===== src/rtl/vote_defs.sv =====
// vote_defs: shared definitions for the weighted ballot session controller.
// Holds the FSM state encoding, the group weights and the ballot widths.
// Also holds the popcount helper that the weighing unit uses.
package vote_defs;

    typedef enum logic [1:0] {
        IDLE    = 2'd0,
        COLLECT = 2'd1,
        DONE    = 2'd2
    } vote_state_t;

    localparam int W_NP   = 1;
    localparam int W_VIP  = 4;
    localparam int W_VVIP = 16;

    localparam int NP_WIDTH   = 32;
    localparam int VIP_WIDTH  = 8;
    localparam int VVIP_WIDTH = 1;

    // Bit positions of each group in the request, grant and voted vectors.
    localparam int GRP_NP   = 0;
    localparam int GRP_VIP  = 1;
    localparam int GRP_VVIP = 2;

    // Counts the yes bits of a ballot. Narrower ballots are zero-extended by the caller.
    function automatic logic [5:0] popcount(input logic [NP_WIDTH-1:0] v);
        logic [5:0] n;
        n = '0;
        for (int i = 0; i < NP_WIDTH; i++) begin
            n = n + 6'(v[i]);
        end
        return n;
    endfunction

endpackage


===== src/rtl/vote_weigh.sv =====
// vote_weigh: the shared weighing unit.
// Turns the ballot of the selected group into a signed score contribution,
// w*(2p-N) with p the number of yes bits and N the ballot width.
// With no group selected the contribution is zero, so the accumulator can add it blindly.
module vote_weigh
    import vote_defs::*;
(
    input  logic [2:0]             sel,
    input  logic [NP_WIDTH-1:0]    np_ballot,
    input  logic [VIP_WIDTH-1:0]   vip_ballot,
    input  logic [VVIP_WIDTH-1:0]  vvip_ballot,
    output logic signed [7:0]      contrib
);

    logic [5:0] np_yes;
    logic [5:0] vip_yes;

    assign np_yes  = popcount(np_ballot);
    assign vip_yes = popcount({{(NP_WIDTH-VIP_WIDTH){1'b0}}, vip_ballot});

    // Scale and offset the yes count of whichever group holds the grant.
    always_comb begin
        contrib = '0;
        if (sel[GRP_VVIP]) begin
            contrib = 8'(W_VVIP * (2 * int'(vvip_ballot) - VVIP_WIDTH));
        end else if (sel[GRP_VIP]) begin
            contrib = 8'(W_VIP * (2 * int'(vip_yes) - VIP_WIDTH));
        end else if (sel[GRP_NP]) begin
            contrib = 8'(W_NP * (2 * int'(np_yes) - NP_WIDTH));
        end
    end

endmodule


===== config.mk =====
export PLATFORM = sky130hd
export DESIGN_NAME = vote_weigh
export DESIGN_NICKNAME = d
export VERILOG_FILES = /design/src/rtl/vote_defs.sv /design/src/rtl/vote_weigh.sv
export SDC_FILE = /design/constraint.sdc
export NUM_CORES = 1
export LEC_CHECK = 0
export CAP_MARGIN = 10
export CORE_UTILIZATION = 48
export DETAILED_ROUTE_END_ITERATION = 10
export PLACE_DENSITY_LB_ADDON = 0.15
export SETUP_SLACK_MARGIN = 0.02
export SLEW_MARGIN = 20
export SYNTH_ARGS = -nofsm -noshare
export SYNTH_HDL_FRONTEND = slang
export SYNTH_SLANG_ARGS = --single-unit

===== constraint.sdc =====
create_clock -name vclk -period 12.6
set_clock_uncertainty 0.1 [all_clocks]
set_input_delay 2.52 -clock vclk [all_inputs]
set_output_delay 2.52 -clock vclk [all_outputs]
set_load 0.05 [all_outputs]

==> results of run 1 <==
-- cell usage in the layout, fill, tap and decap left out, drive strengths merged --
| cell | instances |
|---|---|
| a211oi | 1 |
| a21o | 2 |
| a21oi | 6 |
| a22oi | 1 |
| clkdlybuf4s50 | 51 |
| conb | 1 |
| fa | 28 |
| ha | 12 |
| inv | 58 |
| mux2i | 1 |
| nand2 | 3 |
| nand2b | 1 |
| nor2 | 3 |
| nor2b | 4 |
| nor3 | 3 |
| nor3b | 3 |
| o21ai | 2 |
| o22ai | 1 |
| or2 | 1 |
| xor2 | 3 |
-- final cells by class --
class	instances	area, sq um
Tap cell	28	35.0
Fill cell	185	556
Multi-Input combinational cell	76	936
Timing Repair Buffer	51	510
Inverter	58	218
-- cells in the mapped netlist --
| cell type | number |
|---|---|
| inv_1 | 58 |
| fa_1 | 28 |
| ha_1 | 12 |
| a21oi_1 | 6 |
| nor2b_1 | 4 |
| nand2_1 | 3 |
| nor2_1 | 3 |
| nor3_1 | 3 |
| nor3b_1 | 3 |
| xor2_1 | 3 |
| a21o_1 | 2 |
| o21ai_0 | 2 |
| a211oi_1 | 1 |
| a22oi_2 | 1 |
| buf_2 | 1 |
| buf_4 | 1 |
| clkbuf_1 | 1 |
| conb_1 | 1 |
| mux2i_1 | 1 |
| nand2b_1 | 1 |
| o22ai_2 | 1 |
| or2_0 | 1 |
-- worst max-delay path: stages --
cell and delay (ps):
clkdlybuf4s50_1 450, inv_1 50, fa_1 550, fa_1 450, fa_1 560, fa_1 440
fa_1 540, fa_1 410, inv_1 70, ha_1 150, inv_1 60, fa_1 400
nor2b_1 230, o22ai_2 140, xor2_1 160, ha_1 280, nor3b_1 200, nor3_1 70
a21oi_1 140, clkdlybuf4s50_1 820
-- where the power goes --
group,leakage [uW],switching [uW],internal (uW)
clock,0,0,0
sequential,0,0,0
combinational,0.000889,213,177
total,0.000889,213,177
-- final timing paths --
path              cells after the start         end  slack, ps          from
setup / recovery                     20  contrib[6]       1270  np_ballot[0]
hold / removal                        3  contrib[6]       6240   vvip_ballot
-- kinds of logic (layout without fill, tap and decap cells) --
kind of cell | Yosys count | after routing | share of synthesized area, %
buf+inv | 61 | 109 | 20.0
mux | 1 | 1 | 0.856
simple gates | 18 | 18 | 8.34
compound gates | 13 | 13 | 7.49
xor+xnor | 3 | 3 | 2.25
other cells | 1 | 1 | 0.321
fa+ha+maj | 40 | 40 | 60.7
-- layer usage --
metal,GRT usage (%),up-vias,routed length (um)
met5,0,-,0
met1,20.9,454,829
li1,-,481,-
met4,0,0,0
met3,0.595,0,121
met2,37.2,31,1230
-- through the flow --
step / power (uW) / instances / area (sq um) / setup slack (ps)
6_report: 390 / 213 / 1700 / 1270
5_1_grt: 447 / 213 / 1700 / 999
4_1_cts: 395 / 213 / 1700 / 1240
3_5_place_dp: 391 / 213 / 1700 / 1260
3_3_place_gp: 366 / 213 / 1700 / 1380
2_1_floorplan: 297 / 137 / 1170 / 2190
==> flow_summary_export.csv, run 1 <==
group,metric,value,unit
sta,whs,6240,ps
route,vias,966,
hold_path,hold_class,"in -> out",
sta,fmax,0.0883,GHz
sta,worst_pin_slew,502,ps
global_route,groute.usage.overall,17.9,%
clock_tree,hold_buffers,0,
global_route,grt_max_degree,11,
run,maxCapViolations,0,
sta,period_share,89.9,%
final_layout,fin_nets,271,
status,status,"complete, no violations",
synthesis,avgSynthCellArea,8.54,sq um
synthesis,syn_nets,221,
synthesis,yosysTopAreaCell,"fa_1",
sta,slew_headroom,66.4,%
sta,setup_viol,0,
sta,min_period,11330,ps
route,remaining_drc_errors,0,
final_layout,fin_util,75.4,%
route,antenna_left,0,
worst_setup_path,cp-end-kind,"output port",
route,routed_wl,2.18,mm
final_layout,final_layout_size_suffix_gt1_share,1.08,%
worst_setup_path,crit_required,9980,ps
floorplan,die_x,51.4,um
placed_design,routabilityCongestion,0.769,
synthesis,yosysSeqAreaShare,0,%
global_route,grt_pass1_wl,3.60,mm
power_and_ir_drop,ir_worst_vdd,0.235,mV
worst_setup_path,path_class,"in -> out",
worst_setup_path,critical_path.max_fanout,2,
route,dr.pass1.iters,4,
route,viasPerCell,4.54,
sta,drv_slew,0,
placed_design,dp_hpwl,2.13,mm
floorplan,die_height,51.4,um
final_layout,syn2layout_area_growth,45.2,%
synthesis,synth_area,1170,sq um
synthesis,synthCells,137,
floorplan,rows,17,
floorplan,die_area,2640,sq um
synthesis,yosysWarnings,0,
route,wl_per_cell,10.2,um
power_and_ir_drop,p_leak,0.000889,uW
floorplan,initial_utilization,51.9,%
route,first_iter_violations,21,
worst_setup_path,start_kind,"input port",
power_and_ir_drop,p_per_area,229,nW/um^2
final_layout,final-seq-area,0,sq um
final_layout,seq_cells,0,
sta,rsz0062_at_grt,"no",
floorplan,io_pins,52,
placed_design,portBuffers,51,
synthesis,synth_top_area_share,47.9,%
synthesis,yosys-top-cells-area,"fa_1 48%, inv_1 19%, ha_1 13%",
clock_tree,postCtsSetupRepairBufs,0,
sta,report.final.hold_viol_count,0,
clock_tree,ctsResizeCount,0,
floorplan,coreArea,2250,sq um
final_layout,n_clock_buffer,0,
global_route,grt_pass1_vias,944,
sta,final.setup.tns,0,ps
worst_setup_path,cp.arrival,8710,ps
global_route,grt-ovfl-total,0,
synthesis,netlist-cell-type-count,22,
final_layout,diodes,0,
global_route,antenna_found_initial,0,
Note: power is estimated with default switching activity, not from simulation.
==> run 2: changes to the inputs <==
--- a/config.mk
+++ b/config.mk
@@ -6,6 +6,7 @@
 export NUM_CORES = 1
 export LEC_CHECK = 0
 export CAP_MARGIN = 10
+export CORE_MARGIN = 5
 export CORE_UTILIZATION = 48
 export DETAILED_ROUTE_END_ITERATION = 10
 export PLACE_DENSITY_LB_ADDON = 0.15
==> flow_summary_export.csv, run 2 (synthesis results as in run 1) <==
group,metric,value,unit
final_layout,final_common_cell,"inv_1",
global_route,groute.usage.overall,13.8,%
status,status,"complete, no violations",
final_layout,final_layout_size_suffix_gt1_share,1.08,%
power_and_ir_drop,p_int,172,uW
worst_setup_path,cpMostUsedCell,"fa_1",
route,remaining_drc_errors,0,
sta,report.final.hold_viol_count,0,
final_layout,n_clock_buffer,0,
final_layout,fin_nets,271,
clock_tree,ctsResizeCount,0,
worst_setup_path,cp_top_family,"adder cells",
sta,whs,6240,ps
sta,drv_slew,0,
route,wl_per_cell,11.2,um
floorplan,die_x,59.4,um
final_layout,fill_cells,193,
global_route,antenna_found_initial,0,
floorplan,rows,17,
sta,fin_ws,1280,ps
worst_setup_path,cp.arrival,8700,ps
placed_design,routabilityCongestion,0.780,
route,vias,975,
sta,slew_headroom,66.0,%
sta,fmax,0.0883,GHz
placed_design,dp_slack,1230,ps
worst_setup_path,path_class,"in -> out",
route,antenna_left,0,
worst_setup_path,max_stage_delay,820,ps
final_layout,syn2layout_area_growth,45.2,%
floorplan,die_height,59.4,um
sta,setup_viol,0,
final_layout,seq_cells,0,
hold_path,hold_class,"in -> out",
worst_setup_path,path_depth,20,
power_and_ir_drop,netSwitchingPower,207,uW
floorplan,coreArea,2280,sq um
power_and_ir_drop,p_seq_share,0,%
clock_tree,postCtsSetupRepairBufs,0,
worst_setup_path,cp-end-kind,"output port",
sta,rsz0062_at_grt,"no",
floorplan,die_area,3520,sq um
global_route,grt_pass1_wl,3.93,mm
worst_setup_path,path_cells,"clkdlybuf4s50_1, inv_1, fa_1, fa_1, fa_1, fa_1, fa_1, fa_1, inv_1, ha_1, inv_1, fa_1, nor2b_1, o22ai_2, xor2_1, ha_1, nor3b_1, nor3_1, a21oi_1, clkdlybuf4s50_1",
placed_design,dp_hpwl,2.37,mm
final_layout,final-seq-area,0,sq um
power_and_ir_drop,p_leak,0.000889,uW
power_and_ir_drop,p_clk_share,0,%
route,routed_wl,2.39,mm
power_and_ir_drop,p_sw_share,54.6,%
final_layout,fin_util,74.7,%
worst_setup_path,cp-startpoint,"np_ballot[0]",
worst_setup_path,crit_required,9980,ps
run,maxCapViolations,0,
route,first_iter_violations,7,
power_and_ir_drop,ir_worst_vdd,0.205,mV
sta,final.setup.tns,0,ps
sta,worst_pin_slew,509,ps
worst_setup_path,cp-endpoint,"contrib[6]",
worst_setup_path,crit_slowest_cell,"clkdlybuf4s50_1",
floorplan,io_pins,52,
worst_setup_path,start_kind,"input port",
sta,period_share,89.9,%
route,dr.pass1.iters,2,
global_route,grt_max_degree,11,
worst_setup_path,cp_num_buf_inv,5,
clock_tree,hold_buffers,0,
worst_setup_path,critical_path.max_fanout,2,
final_layout,layout_common_cells,"58 x inv_1, 51 x clkdlybuf4s50_1, 28 x fa_1, 12 x ha_1, 6 x a21oi_1",
final_layout,diodes,0,
power_and_ir_drop,combPwrFrac,100.0,%
sta,min_period,11320,ps
placed_design,portBuffers,51,
power_and_ir_drop,p_per_area,223,nW/um^2
global_route,grt_pass1_vias,1040,
floorplan,initial_utilization,51.4,%
global_route,grt-ovfl-total,0,
route,viasPerCell,4.58,
-- run 2: cell counts in the layout (fill, tap and decap cells not counted) --
No cell type changed its count.
-- run 2: worst min-delay path by stage --
stage	startpoint	endpoint	slack, ps	cells after the start
after floorplan	vvip_ballot	contrib[5]	5120	1
after global placement	vvip_ballot	contrib[7]	6220	3
after detailed placement	vvip_ballot	contrib[6]	6240	3
after CTS	vvip_ballot	contrib[6]	6250	3
after global routing	vvip_ballot	contrib[6]	6280	3
final	vvip_ballot	contrib[5]	6240	3
-- run 2: power by group through the flow --
stage	Clock (uW)	Sequential, uW	Combinational, uW
2_1_floorplan	0	0	297
3_3_place_gp	0	0	371
3_5_place_dp	0	0	384
4_1_cts	0	0	386
5_1_grt	0	0	435
6_report	0	0	379
-- run 2: layout make-up --
cell class / instances / area (sq um) / area share (%)
well taps: 28 / 35.0 / 2.06
multi-input cells: 76 / 936 / 55.1
inverters: 58 / 218 / 12.8
repair buffers: 51 / 510 / 30.0
-- run 2: layer usage --
layer	global-route usage [%]	up-vias	part of all wire, %
met5	0	-	0
met4	0.971	0	0.67
met3	0.871	2	6.0
met2	28.4	28	59
met1	15.6	463	35
li1	-	482	-
-- run 2: per-stage QoR --
step | cells | total power [uW] | cell area [sq um]
after floorplan | 137 | 297 | 1170
after global placement | 213 | 371 | 1700
after global routing | 213 | 435 | 1700
after CTS | 213 | 386 | 1700
final | 213 | 379 | 1700
after detailed placement | 213 | 384 | 1700
==> run 3: changes to the inputs <==
--- a/config.mk
+++ b/config.mk
@@ -9,7 +9,7 @@
 export CORE_MARGIN = 5
 export CORE_UTILIZATION = 48
 export DETAILED_ROUTE_END_ITERATION = 10
-export PLACE_DENSITY_LB_ADDON = 0.15
+export PLACE_DENSITY = 0.95
 export SETUP_SLACK_MARGIN = 0.02
 export SLEW_MARGIN = 20
 export SYNTH_ARGS = -nofsm -noshare
==> flow_summary_export.csv, run 3 (synthesis results as in run 1) <==
group,metric,value,unit
final_layout,fin_nets,271,
hold_path,hold_depth,3,
global_route,groute.usage.overall,17.4,%
hold_path,hold_class,"in -> out",
sta,slew_headroom,65.0,%
sta,report.final.hold_viol_count,0,
final_layout,final_common_cell,"inv_1",
worst_setup_path,crit_slowest_cell,"clkdlybuf4s50_1",
sta,fin_ws,1230,ps
hold_path,hp-start,"vvip_ballot",
floorplan,die_area,3520,sq um
power_and_ir_drop,p_seq_share,0,%
sta,setup_viol,0,
route,first_iter_violations,9,
global_route,grt_max_degree,11,
power_and_ir_drop,p_leak,0.000889,uW
worst_setup_path,cp_num_buf_inv,5,
route,routed_wl,2.82,mm
floorplan,initial_utilization,51.4,%
floorplan,rows,17,
sta,rsz0062_at_grt,"no",
power_and_ir_drop,p_sw_share,55.6,%
final_layout,seq_cells,0,
hold_path,whs_endpoint,"contrib[7]",
placed_design,routabilityCongestion,0.760,
worst_setup_path,crit_required,9980,ps
worst_setup_path,critical_path.max_fanout,2,
power_and_ir_drop,ir_worst_vdd,0.211,mV
final_layout,final_layout_size_suffix_gt1_share,1.08,%
floorplan,coreArea,2280,sq um
worst_setup_path,path_depth,20,
route,vias,983,
status,status,"complete, no violations",
clock_tree,ctsResizeCount,0,
power_and_ir_drop,netSwitchingPower,220,uW
worst_setup_path,max_stage_delay,820,ps
final_layout,final-seq-area,0,sq um
final_layout,syn2layout_area_growth,45.2,%
sta,drv_slew,0,
worst_setup_path,cp.arrival,8750,ps
worst_setup_path,cp_top_family,"adder cells",
placed_design,dp_slack,1250,ps
placed_design,portBuffers,51,
sta,period_share,90.2,%
worst_setup_path,start_kind,"input port",
worst_setup_path,path_cells,"clkdlybuf4s50_1, fa_1, inv_1, fa_1, fa_1, fa_1, fa_1, fa_1, inv_1, ha_1, inv_1, fa_1, nor2b_1, o22ai_2, xor2_1, ha_1, nor3b_1, nor3_1, a21oi_1, clkdlybuf4s50_1",
power_and_ir_drop,p_clk_share,0,%
floorplan,die_x,59.4,um
route,viasPerCell,4.62,
sta,worst_pin_slew,524,ps
clock_tree,postCtsSetupRepairBufs,0,
power_and_ir_drop,combPwrFrac,100.0,%
worst_setup_path,cpMostUsedCell,"fa_1",
floorplan,die_height,59.4,um
global_route,grt_pass1_wl,4.71,mm
floorplan,io_pins,52,
worst_setup_path,path_class,"in -> out",
route,dr.pass1.iters,4,
route,remaining_drc_errors,0,
final_layout,n_clock_buffer,0,
final_layout,layout_common_cells,"58 x inv_1, 51 x clkdlybuf4s50_1, 28 x fa_1, 12 x ha_1, 6 x a21oi_1",
route,antenna_left,0,
sta,min_period,11370,ps
placed_design,dp_hpwl,2.76,mm
power_and_ir_drop,p_per_area,233,nW/um^2
power_and_ir_drop,p_int,175,uW
sta,final.setup.tns,0,ps
global_route,antenna_found_initial,0,
global_route,grt-ovfl-total,0,
final_layout,diodes,0,
worst_setup_path,cp-end-kind,"output port",
final_layout,fin_util,74.7,%
run,maxCapViolations,0,
sta,fmax,0.0880,GHz
clock_tree,hold_buffers,0,
global_route,grt_pass1_vias,1119,
route,wl_per_cell,13.2,um
run 3: stage by stage:
| stage | total power [uW] | hold slack [ps] | cell area, sq um | instances |
|---|---|---|---|---|
| final | 395 | 6230 | 1700 | 213 |
| after global routing | 453 | 6250 | 1700 | 213 |
| after CTS | 399 | 6230 | 1700 | 213 |
| after detailed placement | 397 | 6230 | 1700 | 213 |
| after global placement | 365 | 6220 | 1700 | 213 |
| after floorplan | 297 | 5120 | 1170 | 137 |
run 3: worst max-delay path by stage:
stage,end,start
6_report,contrib[6],np_ballot[17]
4_1_cts,contrib[6],np_ballot[17]
5_1_grt,contrib[6],np_ballot[0]
2_1_floorplan,contrib[6],np_ballot[0]
3_3_place_gp,contrib[6],np_ballot[0]
3_5_place_dp,contrib[6],np_ballot[17]
run 3: final cells by class:
cell class                 instances  area, sq um
inverter                          58          218
fill                             148          577
multi-input combinational         76          936
timing repair buffer              51          510
tap                               28         35.0
run 3: power groups by stage:
stage	Sequential (uW)	Combinational [uW]	Clock [uW]
after floorplan	0	297	0
after global placement	0	365	0
after detailed placement	0	397	0
after CTS	0	399	0
after global routing	0	453	0
final	0	395	0
run 3: metal layers:
metal / vias up / track usage (%) / wire length (um)
li1: 479 / - / -
met1: 483 / 17.4 / 922
met2: 19 / 38.7 / 1780
met3: 2 / 0.871 / 94
met4: 0 / 1.29 / 26
met5: - / 0 / 0
